--- src/rtl/mmio_timer.sv ---
// Memory-mapped 32-bit timer with compare match, auto-reload and level interrupt.
// Optional prescaler is built only when MMIO_TIMER_PRESCALE_EN is defined.
module mmio_timer #(
    parameter logic [31:0] BASE_ADDR = 32'h0000_0100
) (
    input  logic        clk,
    input  logic        reset,
    input  logic        we,
    input  logic [31:0] addr,
    input  logic [31:0] wd,
    output logic [31:0] rd,
    output logic        hit,
    output logic        irq
);

    localparam logic [2:0] OFF_CTRL     = 3'd0;
    localparam logic [2:0] OFF_PRESCALE = 3'd1;
    localparam logic [2:0] OFF_COUNT    = 3'd2;
    localparam logic [2:0] OFF_COMPARE  = 3'd3;
    localparam logic [2:0] OFF_STATUS   = 3'd4;

    logic [2:0]  sel;
    logic        wr_en;
    logic        wr_ctrl;
    logic        wr_prescale;
    logic        wr_count;
    logic        wr_compare;
    logic        wr_status;

    logic        ctrl_en;
    logic        ctrl_auto;
    logic        ctrl_irq_en;
    logic [31:0] count;
    logic [31:0] compare;
    logic        match;

    logic        tick;
    logic        count_eq;
    logic        match_set;
    logic [15:0] prescale_rd;
    logic        unused_addr_lsbs;

    // Byte lanes are ignored: every register is a full word.
    assign unused_addr_lsbs = ^addr[1:0];

    assign hit         = (addr[31:5] == BASE_ADDR[31:5]);
    assign sel         = addr[4:2];
    assign wr_en       = we & hit;
    assign wr_ctrl     = wr_en & (sel == OFF_CTRL);
    assign wr_prescale = wr_en & (sel == OFF_PRESCALE);
    assign wr_count    = wr_en & (sel == OFF_COUNT);
    assign wr_compare  = wr_en & (sel == OFF_COMPARE);
    assign wr_status   = wr_en & (sel == OFF_STATUS);

`ifdef MMIO_TIMER_PRESCALE_EN
    logic [15:0] prescale;
    logic [15:0] presc_cnt;
    logic        presc_wrap;

    assign presc_wrap  = (presc_cnt == prescale);
    assign tick        = ctrl_en & presc_wrap;
    assign prescale_rd = prescale;

    always_ff @(posedge clk or negedge reset) begin
        if (!reset) begin
            prescale <= 16'h0;
        end else if (wr_prescale) begin
            prescale <= wd[15:0];
        end
    end

    // A PRESCALE write restarts the divider so the new period starts cleanly.
    always_ff @(posedge clk or negedge reset) begin
        if (!reset) begin
            presc_cnt <= 16'h0;
        end else if (wr_prescale) begin
            presc_cnt <= 16'h0;
        end else if (ctrl_en) begin
            presc_cnt <= presc_wrap ? 16'h0 : presc_cnt + 16'h1;
        end
    end
`else
    logic unused_wr_prescale;

    assign unused_wr_prescale = wr_prescale;
    assign tick               = ctrl_en;
    assign prescale_rd        = 16'h0;
`endif

    assign count_eq  = (count == compare);
    assign match_set = tick & count_eq;

    always_ff @(posedge clk or negedge reset) begin
        if (!reset) begin
            ctrl_en     <= 1'b0;
            ctrl_auto   <= 1'b0;
            ctrl_irq_en <= 1'b0;
        end else if (wr_ctrl) begin
            ctrl_en     <= wd[0];
            ctrl_auto   <= wd[1];
            ctrl_irq_en <= wd[2];
        end
    end

    always_ff @(posedge clk or negedge reset) begin
        if (!reset) begin
            compare <= 32'hFFFF_FFFF;
        end else if (wr_compare) begin
            compare <= wd;
        end
    end

    // Bus write beats the tick; increment wraps naturally at 32 bits.
    always_ff @(posedge clk or negedge reset) begin
        if (!reset) begin
            count <= 32'h0;
        end else if (wr_count) begin
            count <= wd;
        end else if (tick) begin
            count <= (count_eq && ctrl_auto) ? 32'h0 : count + 32'h1;
        end
    end

    // Set dominates a coincident write-1-to-clear.
    always_ff @(posedge clk or negedge reset) begin
        if (!reset) begin
            match <= 1'b0;
        end else if (match_set) begin
            match <= 1'b1;
        end else if (wr_status && wd[0]) begin
            match <= 1'b0;
        end
    end

    assign irq = match & ctrl_irq_en;

    always_comb begin
        rd = 32'h0;
        if (hit) begin
            case (sel)
                OFF_CTRL:     rd = {29'h0, ctrl_irq_en, ctrl_auto, ctrl_en};
                OFF_PRESCALE: rd = {16'h0, prescale_rd};
                OFF_COUNT:    rd = count;
                OFF_COMPARE:  rd = compare;
                OFF_STATUS:   rd = {31'h0, match};
                default:      rd = 32'h0;
            endcase
        end
    end

endmodule

--- config.mk ---
export PLATFORM = sky130hd
export DESIGN_NAME = mmio_timer
export DESIGN_NICKNAME = d
export VERILOG_FILES = /design/src/rtl/mmio_timer.sv
export SDC_FILE = /design/constraint.sdc
export NUM_CORES = 1
export LEC_CHECK = 0
export BUFFER_PORTS_ARGS = -buffer_cell sky130_fd_sc_hd__buf_2
export CORE_MARGIN = 2
export CORE_UTILIZATION = 61
export CTS_BUF_LIST = sky130_fd_sc_hd__clkbuf_4 sky130_fd_sc_hd__clkbuf_8
export DETAILED_ROUTE_END_ITERATION = 6
export PLACE_DENSITY = 0.95
export SLEW_MARGIN = 20
export SYNTH_ARGS = -nofsm -noshare
export SYNTH_HDL_FRONTEND = slang
export SYNTH_SLANG_ARGS = --single-unit
export TNS_END_PERCENT = 5
--- constraint.sdc ---
create_clock -name clk -period 4.55 [get_ports clk]
set_input_delay 0.2275 -clock clk [delete_from_list [all_inputs] [get_ports clk]]
set_output_delay 0.2275 -clock clk [all_outputs]
set_load 0.01 [all_outputs]
; Yosys cells after proc, flatten, opt, wreduce, memory -nomap -nowiden
; Index checks and enable logic that the tools add are counted.
; W data, S select, Z words.
[totals]
word_cells = 31
regBits = 68
[op_classes]
n_eq_ne = 5
bitwise_logic = 7
reduce_logical = 5
n_mux = 7
n_addsub = 1
[ops]
columns = cell, n
row1 = $mux W32, 4
row2 = $pmux W32 S4, 1
row3 = $add A32 B1 Y32 const B, 1
row4 = $eq A32 B32 Y1, 1
row5 = $eq A27 B4 Y1 const B, 1
row6 = $and A1 B1 Y1, 7
row7 = $eq A3 B2 Y1 const B, 2
row8 = $reduce_bool A2 Y1, 2
row9 = $eq A3 B3 Y1 const B, 1
row10 = $logic_not A3 Y1, 1
row11 = $logic_and A1 B1 Y1, 2
row12 = $mux W1, 2

; Logic depth before layout (Yosys ltp)
[logic_depth]
depth_word = 6
ltp_mapped = 8

; Worst setup path before layout
; Ideal clock, no wire load.
[synth_timing]
path_kind = register to register
startpoint = register compare[17]
endpoint = register count[10]
setup_time_ns = 0.127
required_ns = 4.423
arrival_ns = 1.858
n_path_buf = 1
stages_incl_launch_ff = 8
setup_slack_ns = 2.565
cell_sequence = dfstp_2 xnor2_1 nand4_1 nor4_4 a31oi_4 buf_6 a22oi_1 o21ai_1
[synth_between]
elab_chain_cells = 5
[synth_lines]
columns = element, line
row1 = start: declaration, 34  ; logic [31:0] compare;
row2 = start signal: assignment, 109  ; compare <= wd;
row3 = $eq A32 B32 Y1, 90  ; assign count_eq = (count == compare);
row4 = $logic_and A1 B1 Y1, 120  ; count <= (count_eq && ctrl_auto) ? 32'h0 : count + 32'h1;
row5 = $mux W32, 120
row6 = $mux W32, 119  ; end else if (tick) begin
row7 = $mux W32, 117  ; end else if (wr_count) begin
row8 = end signal: assignment, 118  ; count <= wd;
row9 = end signal: assignment, 120
row10 = end: declaration, 33  ; logic [31:0] count;
; No other way between the ends. The select of a mux whose other input is x is not followed.
; A chain may end at the register's enable or synchronous reset.

; Worst setup path in the final report
[layout_timing]
startpoint = register count[8]
endpoint = register count[5]
[layout_between]
elab_chain_cells = 5
[layout_lines]
columns = element, line
row1 = $eq A32 B32 Y1, 90
row2 = $logic_and A1 B1 Y1, 120
row3 = $mux W32, 120
row4 = $mux W32, 119
row5 = $mux W32, 117
; No other way between the ends. The select of a mux whose other input is x is not followed.

==> run summary <==
drt drc - 0
CTS Buffer Depth - 2
first-pass detailed-route iteration total - 5
max_slew headroom - 0.341
Synth Warn # - 0
EDFF count, synth - 0
synthesized cell area - 4670 µm²
share of layout cells above drive strength 1 - 0.336
nets@finish - 647
Area Growth Syn to Fin - 14.5%
DP Worst Slack - 1.89 ns
Hold Fails Final Rpt - 0
Mapped Cells - 502
Seq/Total Area, Yosys - 0.373
reg2reg setup slack - 1.73 ns
MaxCap Viol Count - 0
CP startpoint - count[8]$_DFFE_PN0P_
wire length per cell - 19.5 µm
first-pass GRT wire length - 21.7 mm
RR Startpoint - count[8]$_DFFE_PN0P_
routed vias - 4443
Mapped Nets - 570
RD Place Congestion - 0.927
fraction of registers with async set/reset - 1.00
f_max - 0.355 GHz
Core Footprint - 7330 µm²
Leak - 2.13 nW
Worst-path clk slew - 0.07 ns
root buffer cell - clkbuf_8
r2r endpoint - count[5]$_DFFE_PN0P_
syn_area_per_cell - 9.29 µm²
ANT cells - 0
power per cell area - 213 nW/µm²
total track usage - 0.329
cts hold-fix bufs - 0
Final Routed Wirelength - 13.3 mm
number of synthesized register bits - 68
worst hold-check path type - input port to asynchronous set/reset pin
DIE HEIGHT - 91.5 µm
largest net degree at the start of global routing - 69
initial core utilization - 0.636
vias in the first global route - 4388
most frequent cells in the layout - 98 x buf_2, 56 x nor2_1, 36 x dfrtp_1
post-cts sizing count - 0
clock skew - 0.0108 ns
top_reg_cell synth - dfrtp_1
crit path max fanout - 17
Final WS setup - 1.73 ns
H-tree levels - 3
gr ovfl total - 0
initial DRC count - 538
initial antenna violation count - 0
RSZ-0062 raised after global routing - false
row count - 31
reg2reg path depth - 7
Post-CTS Setup Inserts - 0
WS Path Type - register to register
post-layout util - 0.729
Synth cell types - 56
CP Capture Type - register
period utilisation layout - 0.619
CTS Buf Count - 9
Worst-Skew Late Latency - 0.35 ns
maximum VDD drop - 0.177 mV
Worst Tran Pin Value - 0.989 ns
CP required - 4.75 ns
die span in x - 91.5 µm
CTS tree - yes
port bufs - 98
Min Hold Slack - 0.0634 ns
die area - 8360 µm²
Top Ports - 101
Slew Limit Fails - 0
post-DR vias/cell - 6.51
Setup TNS - 0 ns
DP HPWL - 9.18 mm
antenna viol nets, final - 0
Period minus WS final - 2.82 ns
most common cell after layout, fill and taps aside - buf_2
Final setup viols - 0
Critical Path AT - 3.02 ns
startpoint types - register
Sink Count - 68
status - finished, final reports clean
-- where the power goes --
group          switching (mW)  total [mW]  internal (mW)
logic                  0.0425      0.0712         0.0287
registers           0.0000681       0.606          0.606
clock network           0.217       0.461          0.244
-- worst max path at each step --
stage / depth (start not counted) / slack (ns) / to
after floorplan: 7 / 2.57 / count[10]$_DFFE_PN0P_
after global placement: 7 / 1.97 / count[9]$_DFFE_PN0P_
after detailed placement: 7 / 1.89 / count[5]$_DFFE_PN0P_
after CTS: 7 / 1.85 / count[18]$_DFFE_PN0P_
after global routing: 7 / 1.64 / count[5]$_DFFE_PN0P_
final: 7 / 1.73 / count[5]$_DFFE_PN0P_
-- per-stage QoR --
stage | power (mW) | std cells | instance area [µm²]
2_1_floorplan | 0.633 | 502 | 4670
3_3_place_gp | 0.683 | 667 | 5160
3_5_place_dp | 0.686 | 667 | 5160
4_1_cts | 1.15 | 682 | 5340
5_1_grt | 1.18 | 682 | 5340
6_report | 1.14 | 682 | 5340
-- registers in the layout (all words and copies together), names as in the netlist --
name and cells:
ctrl_auto 1, match 1, ctrl_en 1, count 32, compare 32, ctrl_irq_en 1
-- final cells by class --
class	instances	area [µm²]
inverter	5	18.8
fill	536	1990
sequential	68	1740
tap	99	124
clock buffer	13	173
multi-input combinational	387	2710
clock inverter	2	10.0
timing repair buffer	108	566
-- cell usage after synthesis (11+ instances only) --
library cell | count | share of area
a21oi_1 | 20 | 0.021
a22oi_1 | 34 | 0.055
a31oi_1 | 19 | 0.025
buf_2 | 14 | 0.015
clkbuf_1 | 21 | 0.017
dfrtp_1 | 36 | 0.19
dfstp_2 | 32 | 0.18
mux2_1 | 15 | 0.036
mux2_2 | 21 | 0.051
nand2_1 | 24 | 0.019
nand3_1 | 15 | 0.016
nand4_1 | 20 | 0.027
nor2_1 | 56 | 0.045
nor3_1 | 12 | 0.013
nor4_1 | 11 | 0.015
o21ai_0 | 12 | 0.013
xnor2_1 | 31 | 0.058
-- metal layers --
layer | GRT usage | share of wire
met1 | 0.418 | 0.38
met2 | 0.547 | 0.49
met4 | 0.152 | 0.032
met3 | 0.0539 | 0.093
met5 | 0 | 0
-- kinds of logic after synthesis --
group	count (synthesis)	synth area share
AND/OR/NAND/NOR	191	0.237
AO/OA/AOI/OAI	117	0.168
flip-flops	68	0.373
buffers and inverters	47	0.0488
XOR/XNOR	40	0.0799
multiplexers	38	0.0912
adder cells (fa/ha/maj)	1	0.00268
-- worst max-delay path, cell delays in order (launching register included) --
cell and delay (ns):
dfrtp_1 0.48, xnor2_1 0.36, nand4_1 0.20, nor4_4 0.27, buf_4 0.29, nand3_2 0.29, nor2_2 0.59, o31ai_1 0.18
Power figures use the tool's default switching activity.
